--- src/rtl/axi_adc_spi_pkg.sv ---
// Shared definitions for the AXI4-Lite ADC serial-control master:
// register offsets, FSM states, response codes and register bit positions.
package axi_adc_spi_pkg;

    localparam logic [7:0] ADDR_TXDATA = 8'h00;
    localparam logic [7:0] ADDR_CTRL   = 8'h04;
    localparam logic [7:0] ADDR_CLKDIV = 8'h08;
    localparam logic [7:0] ADDR_STATUS = 8'h0C;
    localparam logic [7:0] ADDR_RXDATA = 8'h10;

    localparam logic [1:0] RESP_OKAY   = 2'b00;
    localparam logic [1:0] RESP_SLVERR = 2'b10;

    localparam int CTRL_START_BIT   = 0;
    localparam int CTRL_CS_LSB      = 4;
    localparam int CTRL_RD_MODE_BIT = 8;

    localparam int STAT_BUSY_BIT  = 0;
    localparam int STAT_DONE_BIT  = 1;
    localparam int STAT_CSERR_BIT = 2;

    typedef enum logic [2:0] {
        IDLE,
        SETUP,
        SCLK_HI,
        SCLK_LO,
        HOLD
    } spi_state_e;

    // Byte-lane merge of a write into the current 32-bit register image.
    function automatic logic [31:0] apply_wstrb(input logic [31:0] old_val,
                                                input logic [31:0] wdata,
                                                input logic [3:0]  wstrb);
        logic [31:0] res;
        res = old_val;
        for (int b = 0; b < 4; b++) begin
            if (wstrb[b]) res[b*8 +: 8] = wdata[b*8 +: 8];
        end
        return res;
    endfunction

endpackage

--- src/rtl/axi_adc_spi_master_if.sv ---
// AXI4-Lite channel bundle between the PS interconnect (master) and the
// ADC serial-control block (slave).
interface axi_adc_spi_master_if #(
    parameter int ADDR_W = 8,
    parameter int DATA_W = 32
);
    logic [ADDR_W-1:0]   awaddr;
    logic [2:0]          awprot;
    logic                awvalid;
    logic                awready;
    logic [DATA_W-1:0]   wdata;
    logic [DATA_W/8-1:0] wstrb;
    logic                wvalid;
    logic                wready;
    logic [1:0]          bresp;
    logic                bvalid;
    logic                bready;
    logic [ADDR_W-1:0]   araddr;
    logic [2:0]          arprot;
    logic                arvalid;
    logic                arready;
    logic [DATA_W-1:0]   rdata;
    logic [1:0]          rresp;
    logic                rvalid;
    logic                rready;

    modport slave (
        input  awaddr, awprot, awvalid, wdata, wstrb, wvalid, bready,
               araddr, arprot, arvalid, rready,
        output awready, wready, bresp, bvalid, arready, rdata, rresp, rvalid
    );

    modport master (
        output awaddr, awprot, awvalid, wdata, wstrb, wvalid, bready,
               araddr, arprot, arvalid, rready,
        input  awready, wready, bresp, bvalid, arready, rdata, rresp, rvalid
    );
endinterface

--- src/rtl/axi_adc_spi_shifter.sv ---
// Serial engine: half-period divider, frame FSM and TX/RX shift registers.
// MISO capture and RD_MODE are present only with AXI_ADC_SPI_READBACK_EN.
module axi_adc_spi_shifter
    import axi_adc_spi_pkg::*;
#(
    parameter int FRAME_W  = 24,
    parameter int NUM_CS   = 2,
    parameter int CLKDIV_W = 8
) (
    input  logic                clk,
    input  logic                rst,
    input  logic                start,
    input  logic [2:0]          cs_sel,
    input  logic [FRAME_W-1:0]  tx,
    input  logic [CLKDIV_W-1:0] clkdiv,
    input  logic                rd_mode,
    output logic [FRAME_W-1:0]  rx,
    output logic                busy,
    output logic                done,
    output logic                sclk,
    output logic [NUM_CS-1:0]   sen_n,
    output logic                sdout,
    input  logic                sdin
);

    localparam int BIT_W = $clog2(FRAME_W + 1);

    spi_state_e            state_q, state_d;
    logic [CLKDIV_W-1:0]   div_q, div_d;
    logic [BIT_W-1:0]      bit_q, bit_d;
    logic [FRAME_W-1:0]    sh_q, sh_d;
    logic [2:0]            cs_q, cs_d;
    logic                  sclk_q, sclk_d;
    logic                  sdout_q, sdout_d;
    logic [NUM_CS-1:0]     sen_n_q, sen_n_d;
    logic                  last_half;
    logic                  enter_hi;
    logic                  active_d;
    logic [FRAME_W-1:0]    load_val;

`ifdef AXI_ADC_SPI_READBACK_EN
    localparam logic [FRAME_W-1:0] LOW_MASK =
        FRAME_W'((64'd1 << (FRAME_W - 8)) - 64'd1);
    assign load_val = rd_mode ? (tx & ~LOW_MASK) : tx;
`else
    logic unused_ok;
    assign load_val  = tx;
    assign unused_ok = ^{rd_mode, sdin};
`endif

    always_comb begin
        state_d   = state_q;
        div_d     = div_q;
        bit_d     = bit_q;
        sh_d      = sh_q;
        cs_d      = cs_q;
        enter_hi  = 1'b0;
        done      = 1'b0;
        last_half = (div_q == clkdiv);

        if (state_q == IDLE) begin
            if (start) begin
                state_d = SETUP;
                div_d   = '0;
                bit_d   = '0;
                cs_d    = cs_sel;
                sh_d    = load_val;
            end
        end else if (!last_half) begin
            div_d = div_q + 1'b1;
        end else begin
            div_d = '0;
            case (state_q)
                SETUP: begin
                    state_d  = SCLK_HI;
                    bit_d    = bit_q + 1'b1;
                    enter_hi = 1'b1;
                end
                SCLK_HI: begin
                    state_d = SCLK_LO;
                    sh_d    = sh_q << 1;
                end
                SCLK_LO: begin
                    if (bit_q == BIT_W'(FRAME_W)) begin
                        state_d = HOLD;
                    end else begin
                        state_d  = SCLK_HI;
                        bit_d    = bit_q + 1'b1;
                        enter_hi = 1'b1;
                    end
                end
                HOLD: begin
                    state_d = IDLE;
                    done    = 1'b1;
                end
                default: state_d = IDLE;
            endcase
        end

        // Pin values are registered from the next state so they change
        // on the same edge as the state and never glitch.
        active_d = (state_d == SETUP) || (state_d == SCLK_HI) || (state_d == SCLK_LO);
        sclk_d   = (state_d == SCLK_HI);
        sen_n_d  = active_d ? ~(NUM_CS'(1) << cs_d) : '1;
        sdout_d  = active_d & sh_d[FRAME_W-1];
    end

    always_ff @(posedge clk) begin
        if (rst) begin
            state_q <= IDLE;
            div_q   <= '0;
            bit_q   <= '0;
            sh_q    <= '0;
            cs_q    <= '0;
            sclk_q  <= 1'b0;
            sdout_q <= 1'b0;
            sen_n_q <= '1;
        end else begin
            state_q <= state_d;
            div_q   <= div_d;
            bit_q   <= bit_d;
            sh_q    <= sh_d;
            cs_q    <= cs_d;
            sclk_q  <= sclk_d;
            sdout_q <= sdout_d;
            sen_n_q <= sen_n_d;
        end
    end

`ifdef AXI_ADC_SPI_READBACK_EN
    logic [FRAME_W-1:0] rx_sh_q, rx_sh_d;
    logic [FRAME_W-1:0] rx_q, rx_d;

    always_comb begin
        rx_sh_d = rx_sh_q;
        rx_d    = rx_q;
        if (state_q == IDLE && start) rx_sh_d = '0;
        else if (enter_hi)            rx_sh_d = {rx_sh_q[FRAME_W-2:0], sdin};
        if (done) rx_d = rx_sh_q;
    end

    always_ff @(posedge clk) begin
        if (rst) begin
            rx_sh_q <= '0;
            rx_q    <= '0;
        end else begin
            rx_sh_q <= rx_sh_d;
            rx_q    <= rx_d;
        end
    end

    assign rx = rx_q;
`else
    assign rx = '0;
`endif

    assign busy  = (state_q != IDLE);
    assign sclk  = sclk_q;
    assign sen_n = sen_n_q;
    assign sdout = sdout_q;

endmodule

--- src/rtl/axi_adc_spi_master.sv ---
// AXI4-Lite register file driving the ADC serial-control shifter.
// Define AXI_ADC_SPI_READBACK_EN to add MISO capture, RXDATA and RD_MODE.
module axi_adc_spi_master
    import axi_adc_spi_pkg::*;
#(
    parameter int C_S_AXI_DATA_WIDTH = 32,
    parameter int C_S_AXI_ADDR_WIDTH = 8,
    parameter int FRAME_W            = 24,
    parameter int NUM_CS             = 2,
    parameter int CLKDIV_W           = 8
) (
    input  logic                 S_AXI_ACLK,
    input  logic                 S_AXI_RESET,
    axi_adc_spi_master_if.slave  s_axi,
    output logic                 spi_sclk,
    output logic [NUM_CS-1:0]    spi_sen_n,
    output logic                 spi_sdout,
    input  logic                 spi_sdin
);

    localparam int AW = C_S_AXI_ADDR_WIDTH;

    logic                          awready_q, awready_d;
    logic                          bvalid_q, bvalid_d;
    logic [1:0]                    bresp_q, bresp_d;
    logic                          arready_q, arready_d;
    logic                          rvalid_q, rvalid_d;
    logic [C_S_AXI_DATA_WIDTH-1:0] rdata_q, rdata_d;

    logic [FRAME_W-1:0]  txdata_q, txdata_d;
    logic [2:0]          cs_sel_q, cs_sel_d;
    logic                rd_mode_q, rd_mode_d;
    logic [CLKDIV_W-1:0] clkdiv_q, clkdiv_d;
    logic                done_q, done_d;
    logic                cserr_q, cserr_d;

    logic [AW-1:0]       wr_addr, rd_addr;
    logic                wr_en, rd_en, wr_err, wr_ok;
    logic                hit_tx, hit_ctrl, hit_div, hit_stat;
    logic [31:0]         tx_new, ctrl_new, div_new, stat_clr, ctrl_old;
    logic                start_req, cs_ok, start;
    logic                busy, shift_done;
    logic [FRAME_W-1:0]  rx;
    logic                unused_ok;

    assign wr_addr  = {s_axi.awaddr[AW-1:2], 2'b00};
    assign rd_addr  = {s_axi.araddr[AW-1:2], 2'b00};
    assign wr_en    = awready_q & s_axi.awvalid & s_axi.wvalid;
    assign rd_en    = arready_q & s_axi.arvalid;
    assign hit_tx   = (wr_addr == AW'(ADDR_TXDATA));
    assign hit_ctrl = (wr_addr == AW'(ADDR_CTRL));
    assign hit_div  = (wr_addr == AW'(ADDR_CLKDIV));
    assign hit_stat = (wr_addr == AW'(ADDR_STATUS));

    // Configuration is frozen for the whole frame; only STATUS may be touched.
    assign wr_err = wr_en & busy & (hit_tx | hit_ctrl | hit_div);
    assign wr_ok  = wr_en & ~wr_err;

    assign ctrl_old = (32'(cs_sel_q) << CTRL_CS_LSB) | (32'(rd_mode_q) << CTRL_RD_MODE_BIT);
    assign tx_new   = apply_wstrb(32'(txdata_q), s_axi.wdata, s_axi.wstrb);
    assign ctrl_new = apply_wstrb(ctrl_old, s_axi.wdata, s_axi.wstrb);
    assign div_new  = apply_wstrb(32'(clkdiv_q), s_axi.wdata, s_axi.wstrb);
    assign stat_clr = apply_wstrb(32'd0, s_axi.wdata, s_axi.wstrb);

    assign start_req = wr_ok & hit_ctrl & ctrl_new[CTRL_START_BIT];
    assign cs_ok     = ({1'b0, ctrl_new[CTRL_CS_LSB +: 3]} < 4'(NUM_CS));
    assign start     = start_req & cs_ok;

    always_comb begin
        awready_d = s_axi.awvalid & s_axi.wvalid & ~bvalid_q & ~awready_q;
        bvalid_d  = bvalid_q;
        bresp_d   = bresp_q;
        arready_d = s_axi.arvalid & ~rvalid_q & ~arready_q;
        rvalid_d  = rvalid_q;
        rdata_d   = rdata_q;
        txdata_d  = txdata_q;
        cs_sel_d  = cs_sel_q;
        rd_mode_d = rd_mode_q;
        clkdiv_d  = clkdiv_q;
        done_d    = done_q;
        cserr_d   = cserr_q;

        if (wr_en) begin
            bvalid_d = 1'b1;
            bresp_d  = wr_err ? RESP_SLVERR : RESP_OKAY;
        end else if (s_axi.bready) begin
            bvalid_d = 1'b0;
        end

        if (wr_ok && hit_tx)  txdata_d = tx_new[FRAME_W-1:0];
        if (wr_ok && hit_div) clkdiv_d = div_new[CLKDIV_W-1:0];
        if (wr_ok && hit_ctrl) begin
            cs_sel_d = ctrl_new[CTRL_CS_LSB +: 3];
`ifdef AXI_ADC_SPI_READBACK_EN
            rd_mode_d = ctrl_new[CTRL_RD_MODE_BIT];
`else
            rd_mode_d = 1'b0;
`endif
        end

        // Clears first so a same-cycle set takes priority.
        if (wr_ok && hit_stat && stat_clr[STAT_DONE_BIT])  done_d  = 1'b0;
        if (wr_ok && hit_stat && stat_clr[STAT_CSERR_BIT]) cserr_d = 1'b0;
        if (shift_done)           done_d  = 1'b1;
        if (start_req && !cs_ok)  cserr_d = 1'b1;

        if (rd_en) begin
            rvalid_d = 1'b1;
            case (rd_addr)
                AW'(ADDR_TXDATA): rdata_d = C_S_AXI_DATA_WIDTH'(txdata_q);
                AW'(ADDR_CTRL):   rdata_d = C_S_AXI_DATA_WIDTH'(ctrl_old);
                AW'(ADDR_CLKDIV): rdata_d = C_S_AXI_DATA_WIDTH'(clkdiv_q);
                AW'(ADDR_STATUS): rdata_d = C_S_AXI_DATA_WIDTH'({cserr_q, done_q, busy});
                AW'(ADDR_RXDATA): rdata_d = C_S_AXI_DATA_WIDTH'(rx);
                default:          rdata_d = '0;
            endcase
        end else if (s_axi.rready) begin
            rvalid_d = 1'b0;
        end
    end

    always_ff @(posedge S_AXI_ACLK) begin
        if (S_AXI_RESET) begin
            awready_q <= 1'b0;
            bvalid_q  <= 1'b0;
            bresp_q   <= RESP_OKAY;
            arready_q <= 1'b0;
            rvalid_q  <= 1'b0;
            rdata_q   <= '0;
            txdata_q  <= '0;
            cs_sel_q  <= '0;
            rd_mode_q <= 1'b0;
            clkdiv_q  <= '0;
            done_q    <= 1'b0;
            cserr_q   <= 1'b0;
        end else begin
            awready_q <= awready_d;
            bvalid_q  <= bvalid_d;
            bresp_q   <= bresp_d;
            arready_q <= arready_d;
            rvalid_q  <= rvalid_d;
            rdata_q   <= rdata_d;
            txdata_q  <= txdata_d;
            cs_sel_q  <= cs_sel_d;
            rd_mode_q <= rd_mode_d;
            clkdiv_q  <= clkdiv_d;
            done_q    <= done_d;
            cserr_q   <= cserr_d;
        end
    end

    axi_adc_spi_shifter #(
        .FRAME_W  (FRAME_W),
        .NUM_CS   (NUM_CS),
        .CLKDIV_W (CLKDIV_W)
    ) u_shift (
        .clk     (S_AXI_ACLK),
        .rst     (S_AXI_RESET),
        .start   (start),
        .cs_sel  (ctrl_new[CTRL_CS_LSB +: 3]),
        .tx      (txdata_q),
        .clkdiv  (clkdiv_q),
        .rd_mode (rd_mode_d),
        .rx      (rx),
        .busy    (busy),
        .done    (shift_done),
        .sclk    (spi_sclk),
        .sen_n   (spi_sen_n),
        .sdout   (spi_sdout),
        .sdin    (spi_sdin)
    );

    assign s_axi.awready = awready_q;
    assign s_axi.wready  = awready_q;
    assign s_axi.bvalid  = bvalid_q;
    assign s_axi.bresp   = bresp_q;
    assign s_axi.arready = arready_q;
    assign s_axi.rvalid  = rvalid_q;
    assign s_axi.rdata   = rdata_q;
    assign s_axi.rresp   = RESP_OKAY;

    assign unused_ok = ^{s_axi.awaddr[1:0], s_axi.araddr[1:0], s_axi.awprot,
                         s_axi.arprot, tx_new, ctrl_new, div_new, stat_clr};

endmodule
--- src/flat_wrapper.sv ---
// flat-port wrapper written by rule: the top's interface ports become plain ports
module axi_adc_spi_master_flat import axi_adc_spi_pkg::*;
#(
    parameter int C_S_AXI_DATA_WIDTH = 32,
    parameter int C_S_AXI_ADDR_WIDTH = 8,
    parameter int FRAME_W            = 24,
    parameter int NUM_CS             = 2,
    parameter int CLKDIV_W           = 8
)
  (S_AXI_ACLK, S_AXI_RESET, spi_sclk, spi_sen_n, spi_sdout, spi_sdin, s_axi_awaddr, s_axi_awprot, s_axi_awvalid, s_axi_wdata, s_axi_wstrb, s_axi_wvalid, s_axi_bready, s_axi_araddr, s_axi_arprot, s_axi_arvalid, s_axi_rready, s_axi_awready, s_axi_wready, s_axi_bresp, s_axi_bvalid, s_axi_arready, s_axi_rdata, s_axi_rresp, s_axi_rvalid);
  axi_adc_spi_master_if s_axi_i ();
  input  logic S_AXI_ACLK;
  input  logic S_AXI_RESET;
  output logic spi_sclk;
  output logic [NUM_CS-1:0] spi_sen_n;
  output logic spi_sdout;
  input  logic spi_sdin;
  input wire logic [$bits(s_axi_i.awaddr)-1:0] s_axi_awaddr;
  input wire logic [$bits(s_axi_i.awprot)-1:0] s_axi_awprot;
  input wire logic [$bits(s_axi_i.awvalid)-1:0] s_axi_awvalid;
  input wire logic [$bits(s_axi_i.wdata)-1:0] s_axi_wdata;
  input wire logic [$bits(s_axi_i.wstrb)-1:0] s_axi_wstrb;
  input wire logic [$bits(s_axi_i.wvalid)-1:0] s_axi_wvalid;
  input wire logic [$bits(s_axi_i.bready)-1:0] s_axi_bready;
  input wire logic [$bits(s_axi_i.araddr)-1:0] s_axi_araddr;
  input wire logic [$bits(s_axi_i.arprot)-1:0] s_axi_arprot;
  input wire logic [$bits(s_axi_i.arvalid)-1:0] s_axi_arvalid;
  input wire logic [$bits(s_axi_i.rready)-1:0] s_axi_rready;
  output wire logic [$bits(s_axi_i.awready)-1:0] s_axi_awready;
  output wire logic [$bits(s_axi_i.wready)-1:0] s_axi_wready;
  output wire logic [$bits(s_axi_i.bresp)-1:0] s_axi_bresp;
  output wire logic [$bits(s_axi_i.bvalid)-1:0] s_axi_bvalid;
  output wire logic [$bits(s_axi_i.arready)-1:0] s_axi_arready;
  output wire logic [$bits(s_axi_i.rdata)-1:0] s_axi_rdata;
  output wire logic [$bits(s_axi_i.rresp)-1:0] s_axi_rresp;
  output wire logic [$bits(s_axi_i.rvalid)-1:0] s_axi_rvalid;
  assign s_axi_i.awaddr = s_axi_awaddr;
  assign s_axi_i.awprot = s_axi_awprot;
  assign s_axi_i.awvalid = s_axi_awvalid;
  assign s_axi_i.wdata = s_axi_wdata;
  assign s_axi_i.wstrb = s_axi_wstrb;
  assign s_axi_i.wvalid = s_axi_wvalid;
  assign s_axi_i.bready = s_axi_bready;
  assign s_axi_i.araddr = s_axi_araddr;
  assign s_axi_i.arprot = s_axi_arprot;
  assign s_axi_i.arvalid = s_axi_arvalid;
  assign s_axi_i.rready = s_axi_rready;
  assign s_axi_awready = s_axi_i.awready;
  assign s_axi_wready = s_axi_i.wready;
  assign s_axi_bresp = s_axi_i.bresp;
  assign s_axi_bvalid = s_axi_i.bvalid;
  assign s_axi_arready = s_axi_i.arready;
  assign s_axi_rdata = s_axi_i.rdata;
  assign s_axi_rresp = s_axi_i.rresp;
  assign s_axi_rvalid = s_axi_i.rvalid;
  axi_adc_spi_master #(.C_S_AXI_DATA_WIDTH(C_S_AXI_DATA_WIDTH), .C_S_AXI_ADDR_WIDTH(C_S_AXI_ADDR_WIDTH), .FRAME_W(FRAME_W), .NUM_CS(NUM_CS), .CLKDIV_W(CLKDIV_W)) u_core (.S_AXI_ACLK(S_AXI_ACLK), .S_AXI_RESET(S_AXI_RESET), .s_axi(s_axi_i), .spi_sclk(spi_sclk), .spi_sen_n(spi_sen_n), .spi_sdout(spi_sdout), .spi_sdin(spi_sdin));
endmodule
--- config.mk ---
export PLATFORM = sky130hd
export DESIGN_NAME = axi_adc_spi_master_flat
export DESIGN_NICKNAME = d
export VERILOG_FILES = /design/src/rtl/axi_adc_spi_pkg.sv /design/src/rtl/axi_adc_spi_master_if.sv /design/src/rtl/axi_adc_spi_shifter.sv /design/src/rtl/axi_adc_spi_master.sv /design/src/flat_wrapper.sv
export SDC_FILE = /design/constraint.sdc
export NUM_CORES = 1
export LEC_CHECK = 0
export CAP_MARGIN = 20
export CORE_MARGIN = 8
export CORE_UTILIZATION = 45
export CTS_CLUSTER_DIAMETER = 40
export DETAILED_ROUTE_END_ITERATION = 10
export PLACE_DENSITY = 0.81
export SYNTH_ARGS = -nofsm -noshare
export SYNTH_HDL_FRONTEND = slang
export SYNTH_SLANG_ARGS = --single-unit
--- constraint.sdc ---
create_clock -name S_AXI_ACLK -period 2.35 [get_ports S_AXI_ACLK]
set_input_delay 0.705 -clock S_AXI_ACLK [delete_from_list [all_inputs] [get_ports S_AXI_ACLK]]
set_output_delay 0.705 -clock S_AXI_ACLK [all_outputs]
set_load 0.05 [all_outputs]
**Yosys cells after proc, flatten, opt, wreduce, memory -nomap -nowiden**

Index checks and enable logic that the tools add are counted.

- Flip-flop bits (word level): 122
- Word-level logic and storage cells: 129
- Output and inout bits: 45
- Input port bits: 66

- Shifts and indexed selects: 1
- Reductions and logical operators: 28
- $lt $le $gt $ge: 1
- Eq/ne operators: 17
- Multiplexer cells: 34
- Add/sub/neg operators: 2
- Bitwise logic cells: 24

Operator list:

| operator | number |
|---|---|
| $mux 24 | 4 |
| $pmux 24 s4 | 1 |
| $eq 6x2->1 const B | 4 |
| $mux 8 | 3 |
| $mux 3 | 7 |
| $mux 5 | 4 |
| $logic_not 8->1 | 2 |
| $and 1x1->1 | 15 |
| $eq 3x2->1 const B | 4 |
| $eq 6x1->1 const B | 2 |
| $reduce_bool 2->1 | 6 |
| $mux 1 | 11 |
| $pmux 5 s2 | 1 |
| $pmux 3 s3 | 1 |
| $add 8x1->8 const B | 1 |
| $eq 8x8->1 | 1 |
| $reduce_and 2->1 | 4 |
| $logic_and 1x1->1 | 7 |
| $mux 7 | 1 |
| $eq 3x1->1 const B | 2 |
| $not 1->1 | 6 |
| $reduce_bool 3->1 | 2 |
| $add 5x1->5 const B | 1 |
| $eq 5x5->1 const B | 1 |
| other kinds (14) | 16 |

**Depth between registers and ports, before layout**

- Depth in word-level cells: 16
- Mapped depth: 8
- Gate-level depth less buffers: 6

**Cells and area by module**

Synthesis repeated with hierarchy kept, for this count alone.

- Cell total of the unflattened synthesis: 594
- Area total of the unflattened synthesis: 5,459.0 µm²

Modules (own cells, without submodules):

| module | sequential area each (µm²) | area an instance (µm²) | cells an instance | times used |
|---|---|---|---|---|
| axi_adc_spi_master | 1,341.3 | 3,086.7 | 312 | 1 |
| axi_adc_spi_shifter | 940.9 | 2,372.3 | 282 | 1 |

**Worst setup path before layout**

OpenSTA, ideal clock, no wires.

- Kind: input port to flip-flop
- Start point: input port s_axi_awaddr[7]
- End point: register u_core.u_shift.bit_q[3]
- Path buffers: 0
- Setup slack: -0.022 ns
- Required time: 2.278 ns
- Arrival: 2.300 ns
- Stages: 5
- Setup time: 0.072 ns
- Cell sequence: or4_4 -> nor2_2 -> nand3_1 -> a2111oi_0 -> mux2i_1

- Cells in the longest elaborated chain, start to end: 11
- Elaborated cells on any way between the ends: 13
- Those cells by class: eq/ne: 3; bitwise: 8; reduce/logical: 2

RTL lines:

| element | line | RTL |
|---|---|---|
| start: declaration | flat_wrapper.sv:18 | `input wire logic [$bits(s_axi_i.awaddr)-1:0] s_axi_awaddr;` |
| $eq 6x1->1 / $logic_not 8->1 (equally long branches) | axi_adc_spi_master.sv:51, axi_adc_spi_master.sv:50 |  |
| $or 1x1->1 (2 in series) | axi_adc_spi_master.sv:56 | `assign wr_err = wr_en & busy & (hit_tx \| hit_ctrl \| hit_div);` |
| $and 1x1->1 | axi_adc_spi_master.sv:56 |  |
| $not 1->1 | axi_adc_spi_master.sv:57 | `assign wr_ok = wr_en & ~wr_err;` |
| $and 1x1->1 | axi_adc_spi_master.sv:57 |  |
| $and 1x1->1 (*) (2 in series) | axi_adc_spi_master.sv:65 | `assign start_req = wr_ok & hit_ctrl & ctrl_new[CTRL_START_BIT];` |
| $and 1x1->1 (*) | axi_adc_spi_master.sv:67 | `assign start = start_req & cs_ok;` |
| $ne 2x1->1 (no source line) (*) | n/a |  |
| $reduce_and 4->1 (no source line) (*) | n/a |  |
| end signal: assignment | axi_adc_spi_shifter.sv:121 | `bit_q <= bit_d;` |
| end: declaration | axi_adc_spi_shifter.sv:30 | `logic [BIT_W-1:0] bit_q, bit_d;` |

Every way passes the cells marked *; elsewhere a longest branch is shown, timed or not.
A chain may end at the register's enable or synchronous reset.

**Worst setup path after layout**

- Start point: input port s_axi_awaddr[7]
- End point: register u_core.u_shift.sen_n_q[1] (netlist: u_core.u_shift.sen_n[1])

- Cells in the longest elaborated chain, start to end: 16
- Elaborated cells on any way between the ends: 24
- Those cells by class: eq/ne: 5; shift: 1; mux: 4; bitwise: 10; reduce/logical: 4

RTL lines:

| element | line | RTL |
|---|---|---|
| $eq 6x1->1 / $logic_not 8->1 (equally long branches) | axi_adc_spi_master.sv:51, axi_adc_spi_master.sv:50 |  |
| $or 1x1->1 (2 in series) | axi_adc_spi_master.sv:56 |  |
| $and 1x1->1 | axi_adc_spi_master.sv:56 |  |
| $not 1->1 | axi_adc_spi_master.sv:57 |  |
| $and 1x1->1 | axi_adc_spi_master.sv:57 |  |
| $and 1x1->1 (*) (2 in series) | axi_adc_spi_master.sv:65 |  |
| $and 1x1->1 (*) | axi_adc_spi_master.sv:67 |  |
| $mux 3 | axi_adc_spi_shifter.sv:62 | `if (start) begin` |
| $mux 3 | axi_adc_spi_shifter.sv:61 | `if (state_q == IDLE) begin` |
| $eq 3x1->1 / $eq 3x2->1 (equally long branches) | axi_adc_spi_shifter.sv:102 | `active_d = (state_d == SETUP) \|\| (state_d == SCLK_HI) \|\| (state_d == SCLK_LO);` |
| $logic_or 1x1->1 (2 in series) | axi_adc_spi_shifter.sv:102 |  |
| $not 1->1 (no source line) | n/a |  |
| $reduce_or 2->1 (no source line) | n/a |  |
| end signal: assignment | axi_adc_spi_shifter.sv:126 | `sen_n_q <= sen_n_d;` |
| end: declaration | axi_adc_spi_shifter.sv:35 | `logic [NUM_CS-1:0] sen_n_q, sen_n_d;` |

Marks and branches as above.

==> impl_metrics.xml <==
<?xml version="1.0" encoding="UTF-8"?>
<metrics>
  <group name="status">
    <metric name="outcome" unit="">finished, final reports clean</metric>
  </group>
  <group name="detailed_routing">
    <metric name="detailedRoute.firstPassIterationCount" unit="">5</metric>
    <metric name="totalWireLength" unit="um">13100</metric>
    <metric name="drc" unit="">0</metric>
    <metric name="drt-vias-per-instance" unit="">5.59</metric>
    <metric name="route.detailed.wl_per_inst" unit="um">16.7</metric>
    <metric name="drtAntennaViolNets" unit="">0</metric>
    <metric name="route.vias.total" unit="">4394</metric>
    <metric name="detail_route.iter0.violations" unit="">318</metric>
  </group>
  <group name="clock_tree">
    <metric name="ctsLongestPathBuffers" unit="">2</metric>
    <metric name="tritoncts_clock_tree" unit="">built</metric>
    <metric name="clkSinkCount" unit="">113</metric>
    <metric name="cts.clk_slew.worst_paths" unit="ns">0.06</metric>
    <metric name="numCtsBuffers" unit="">17</metric>
    <metric name="clockRootBuffer" unit="">sky130_fd_sc_hd__clkbuf_8</metric>
    <metric name="clkLatencyLatePin" unit="ns">0.51</metric>
    <metric name="htreeDepth" unit="">4</metric>
  </group>
  <group name="synth">
    <metric name="synth-seq-cells" unit="">113</metric>
    <metric name="synth_top_family_by_area" unit="">simple AND/OR/NAND/NOR gates</metric>
    <metric name="netlist-cell-type-count" unit="">52</metric>
    <metric name="synthesized_area_fraction_occupied_by_adder_cells" unit="">0.00781</metric>
    <metric name="synth_cells" unit="">538</metric>
    <metric name="synth_top_cell_area_share" unit="">0.470</metric>
    <metric name="post_synth_most_frequent_cells" unit="">sky130_fd_sc_hd__dfxtp_1, sky130_fd_sc_hd__nor2_1, sky130_fd_sc_hd__a22oi_1, sky130_fd_sc_hd__nand3_1, sky130_fd_sc_hd__a21oi_1</metric>
    <metric name="synth_compound_gate_area_share" unit="">0.161</metric>
    <metric name="post_synth.cell_area_avg" unit="um^2">8.94</metric>
    <metric name="ys_warn_count" unit="">0</metric>
    <metric name="yosysSeqAreaShare" unit="">0.470</metric>
    <metric name="synthFlopType" unit="">sky130_fd_sc_hd__dfxtp_1</metric>
    <metric name="mux_cell_area_share_after_synthesis" unit="">0.0874</metric>
    <metric name="largest_area_contributor_in_the_netlist" unit="">sky130_fd_sc_hd__dfxtp_1</metric>
    <metric name="synth_xor_area_frac" unit="">0.0200</metric>
    <metric name="edff_count_synth" unit="">0</metric>
    <metric name="synthSimpleGateAreaFrac" unit="">0.198</metric>
    <metric name="async_reset_ff_frac" unit="">0</metric>
    <metric name="synthMostInstantiatedCell" unit="">sky130_fd_sc_hd__dfxtp_1</metric>
    <metric name="post_synth_main_area_contributors" unit="">sky130_fd_sc_hd__dfxtp_1, sky130_fd_sc_hd__mux2i_1, sky130_fd_sc_hd__a22oi_1</metric>
    <metric name="mappedNetlistArea" unit="um^2">4810</metric>
  </group>
  <group name="critical_path">
    <metric name="critical_path.startpoint" unit="">s_axi_awaddr[7]</metric>
    <metric name="reg2reg_from" unit="">u_core.u_shift.state_q[0]</metric>
    <metric name="endpoint_of_the_most_critical_register_to_register_path" unit="">u_core.u_shift.sen_n[1]</metric>
    <metric name="element_type_at_the_critical_path_start" unit="">primary input</metric>
    <metric name="worstSetupEndpointType" unit="">register</metric>
    <metric name="ff2ff_path_depth" unit="">6</metric>
    <metric name="reg2reg_setup_slack" unit="ns">0.24</metric>
    <metric name="crit_arrival" unit="ns">2.68</metric>
    <metric name="criticalPathCategory" unit="">primary input to register</metric>
    <metric name="crit_path_max_fanout" unit="">3</metric>
    <metric name="crit_required" unit="ns">2.73</metric>
    <metric name="setup.worst_path.end" unit="">u_core.u_shift.sen_n[1]</metric>
  </group>
  <group name="grt">
    <metric name="antenna_violations_before_repair" unit="">0</metric>
    <metric name="first_global_vias" unit="">4441</metric>
    <metric name="grt_overflow_total" unit="">0</metric>
    <metric name="grt_max_degree" unit="">51</metric>
    <metric name="grt_first_pass_wirelength" unit="um">21300</metric>
    <metric name="grtUsageTotal" unit="">0.181</metric>
  </group>
  <group name="die">
    <metric name="fp.coreArea" unit="um^2">10400</metric>
    <metric name="top_level_ports" unit="">111</metric>
    <metric name="die_height" unit="um">119</metric>
    <metric name="floorplan.initialDensity" unit="">0.464</metric>
    <metric name="dieArea" unit="um^2">14200</metric>
    <metric name="std_cell_rows" unit="">37</metric>
    <metric name="fp.dieW" unit="um">119</metric>
  </group>
  <group name="timing">
    <metric name="worst_hold_slack" unit="ns">0.447</metric>
    <metric name="finalHoldViolations" unit="">0</metric>
    <metric name="final.period_utilization" unit="">0.981</metric>
    <metric name="drv_slew" unit="">0</metric>
    <metric name="timing.fmax" unit="MHz">434</metric>
    <metric name="finalSetupViolations" unit="">0</metric>
    <metric name="shortest_clock_period_the_worst_path_allows_after_layout" unit="ns">2.31</metric>
    <metric name="tightestPinTransition" unit="ns">0.838</metric>
    <metric name="slew_headroom" unit="">0.437</metric>
    <metric name="setup_tns" unit="ns">0</metric>
    <metric name="skew" unit="ns">0.0118</metric>
  </group>
  <group name="layout">
    <metric name="finish.utilization" unit="">0.625</metric>
    <metric name="antenna_cells" unit="">0</metric>
    <metric name="area_growth" unit="%">34.9</metric>
    <metric name="num-nets-final" unit="">706</metric>
    <metric name="drive_gt1_frac" unit="">0.128</metric>
  </group>
  <group name="power">
    <metric name="seq_power_share" unit="">0.392</metric>
    <metric name="switching_power_total" unit="W">0.00113</metric>
    <metric name="power_report.internal_total" unit="W">0.00377</metric>
    <metric name="share_comb_of_total_power" unit="">0.047</metric>
    <metric name="peakVddDrop" unit="mV">0.498</metric>
    <metric name="p_sw_frac" unit="">0.230</metric>
    <metric name="leakagePower" unit="nW">2.75</metric>
    <metric name="power.clock.fraction" unit="">0.560</metric>
    <metric name="powerDensity" unit="nW/um^2">755</metric>
  </group>
  <group name="place">
    <metric name="hpwl" unit="um">9020</metric>
    <metric name="gp_congestion" unit="">0.879</metric>
    <metric name="place.port_buffers" unit="">79</metric>
  </group>
  <group name="hold_path">
    <metric name="whs_path_depth" unit="">1</metric>
    <metric name="hold_path.class" unit="">register to register</metric>
  </group>
  <group name="job">
    <metric name="timing.max_cap.violations" unit="">0</metric>
  </group>
</metrics>
through the flow:
stage               power, W  setup slack [ns]  instances  area (um^2)
global route         0.00504           -0.0959        786         6490
CTS                  0.00492          0.000751        785         6450
detailed placement   0.00219            -0.476        753         5860
finish               0.00489            0.0446        786         6490
floorplan            0.00209           0.00287        548         4850
global placement     0.00219            -0.424        753         5860
state kept, by name (all words and copies together), names as in the netlist, 2 cells and up:
| signal | flops |
|---|---|
| u_core.u_shift.bit_q | 5 |
| u_core.clkdiv_q | 8 |
| u_core.txdata_q | 24 |
| u_core.cs_sel_q | 3 |
| u_core.u_shift.sen_n | 2 |
| u_core.u_shift.sh_q | 24 |
| u_core.s_axi.rdata | 24 |
| u_core.u_shift.cs_q | 3 |
| u_core.u_shift.div_q | 8 |
| u_core.u_shift.state_q | 3 |
kinds of logic (layout without fill, tap and decap cells):
logic type / Yosys count / after routing
adders and majority gates: 3 / 3
DFF: 113 / 113
other: 1 / 11
xor gates and xnor gates: 11 / 11
muxes: 42 / 42
buffers and inverters: 53 / 155
AOI/OAI and AO/OA: 121 / 121
and+or+nand+nor: 194 / 194
placed cells by master, fill, tap and decap left out, drive strengths merged, types with 2 or more instances in the layout:
master         instances
nand3b                 2
inv                   15
clkbuf                17
dlymetal6s2s           3
nand4                  3
and3                   6
a31oi                  4
dfxtp                113
o21ai                 13
a21oi                 44
or4                    3
a2111oi                2
and2                   4
bufinv                 4
clkinv                 3
clkdlybuf4s50         44
nor2b                  2
nor3                   8
mux2i                 42
a22oi                 45
or3                    3
nand3                 45
ha                     3
dlygate4sd2           31
xnor2                 11
conb                  11
and4                   2
nor2                  66
nor4                   4
nand2                 38
nand2b                 5
a211oi                 2
buf                   37
how the worst min path moves through the flow:
| stage | from | end | slack (ns) |
|---|---|---|---|
| finish | u_core.s_axi.arready | u_core.s_axi.arready | 0.45 |
| global route | u_core.s_axi.rvalid | u_core.s_axi.arready | 0.46 |
| CTS | u_core.s_axi.arready | u_core.s_axi.arready | 0.45 |
| detailed placement | u_core.s_axi.arready | u_core.s_axi.arready | 0.45 |
| global placement | u_core.s_axi.bvalid | u_core.s_axi.awready | 0.43 |
| floorplan | u_core.u_shift.cs_q[2] | u_core.u_shift.cs_q[2] | 0.43 |
worst max-delay path: stages:
cell	delay [ns]
sky130_fd_sc_hd__clkdlybuf4s50_1	0.39
sky130_fd_sc_hd__or4_4	0.57
sky130_fd_sc_hd__nor2_2	0.16
sky130_fd_sc_hd__a31oi_1	0.11
sky130_fd_sc_hd__a2111oi_1	0.46
sky130_fd_sc_hd__buf_4	0.20
sky130_fd_sc_hd__nand2b_1	0.08
repair_timing:
action / in CTS / in global routing
resized for setup: 31 / 9
setup endpoints to repair: 31 / 33
hold buffers: 0 / 0
setup buffers: 0 / 1
pin swaps: 0 / 1
power by group through the flow:
stage	clock network [W]	registers, W	logic (W)
after floorplan	0	0.00197	0.000116
after global placement	0	0.00196	0.000227
after detailed placement	0	0.00196	0.000230
after CTS	0.00277	0.00192	0.000229
after global routing	0.00287	0.00192	0.000245
final	0.00274	0.00192	0.000231
final cells by class:
type / count / area (um^2)
fill: 869 / 3880
multi-input combinational: 382 / 2350
sequential: 113 / 2260
timing repair buffer: 115 / 1040
clock buffer: 17 / 414
clock inverter: 15 / 218
tap: 136 / 170
inverter: 8 / 30.0
layer usage:
layer | vias to the layer above | wire length [um] | track usage
li1 | 2106 | - | -
met1 | 2088 | 5580 | 0.208
met2 | 178 | 6380 | 0.306
met3 | 22 | 936 | 0.0553
met4 | 0 | 235 | 0.0773
met5 | - | 0 | 0
(Power assumes the default switching activity.)
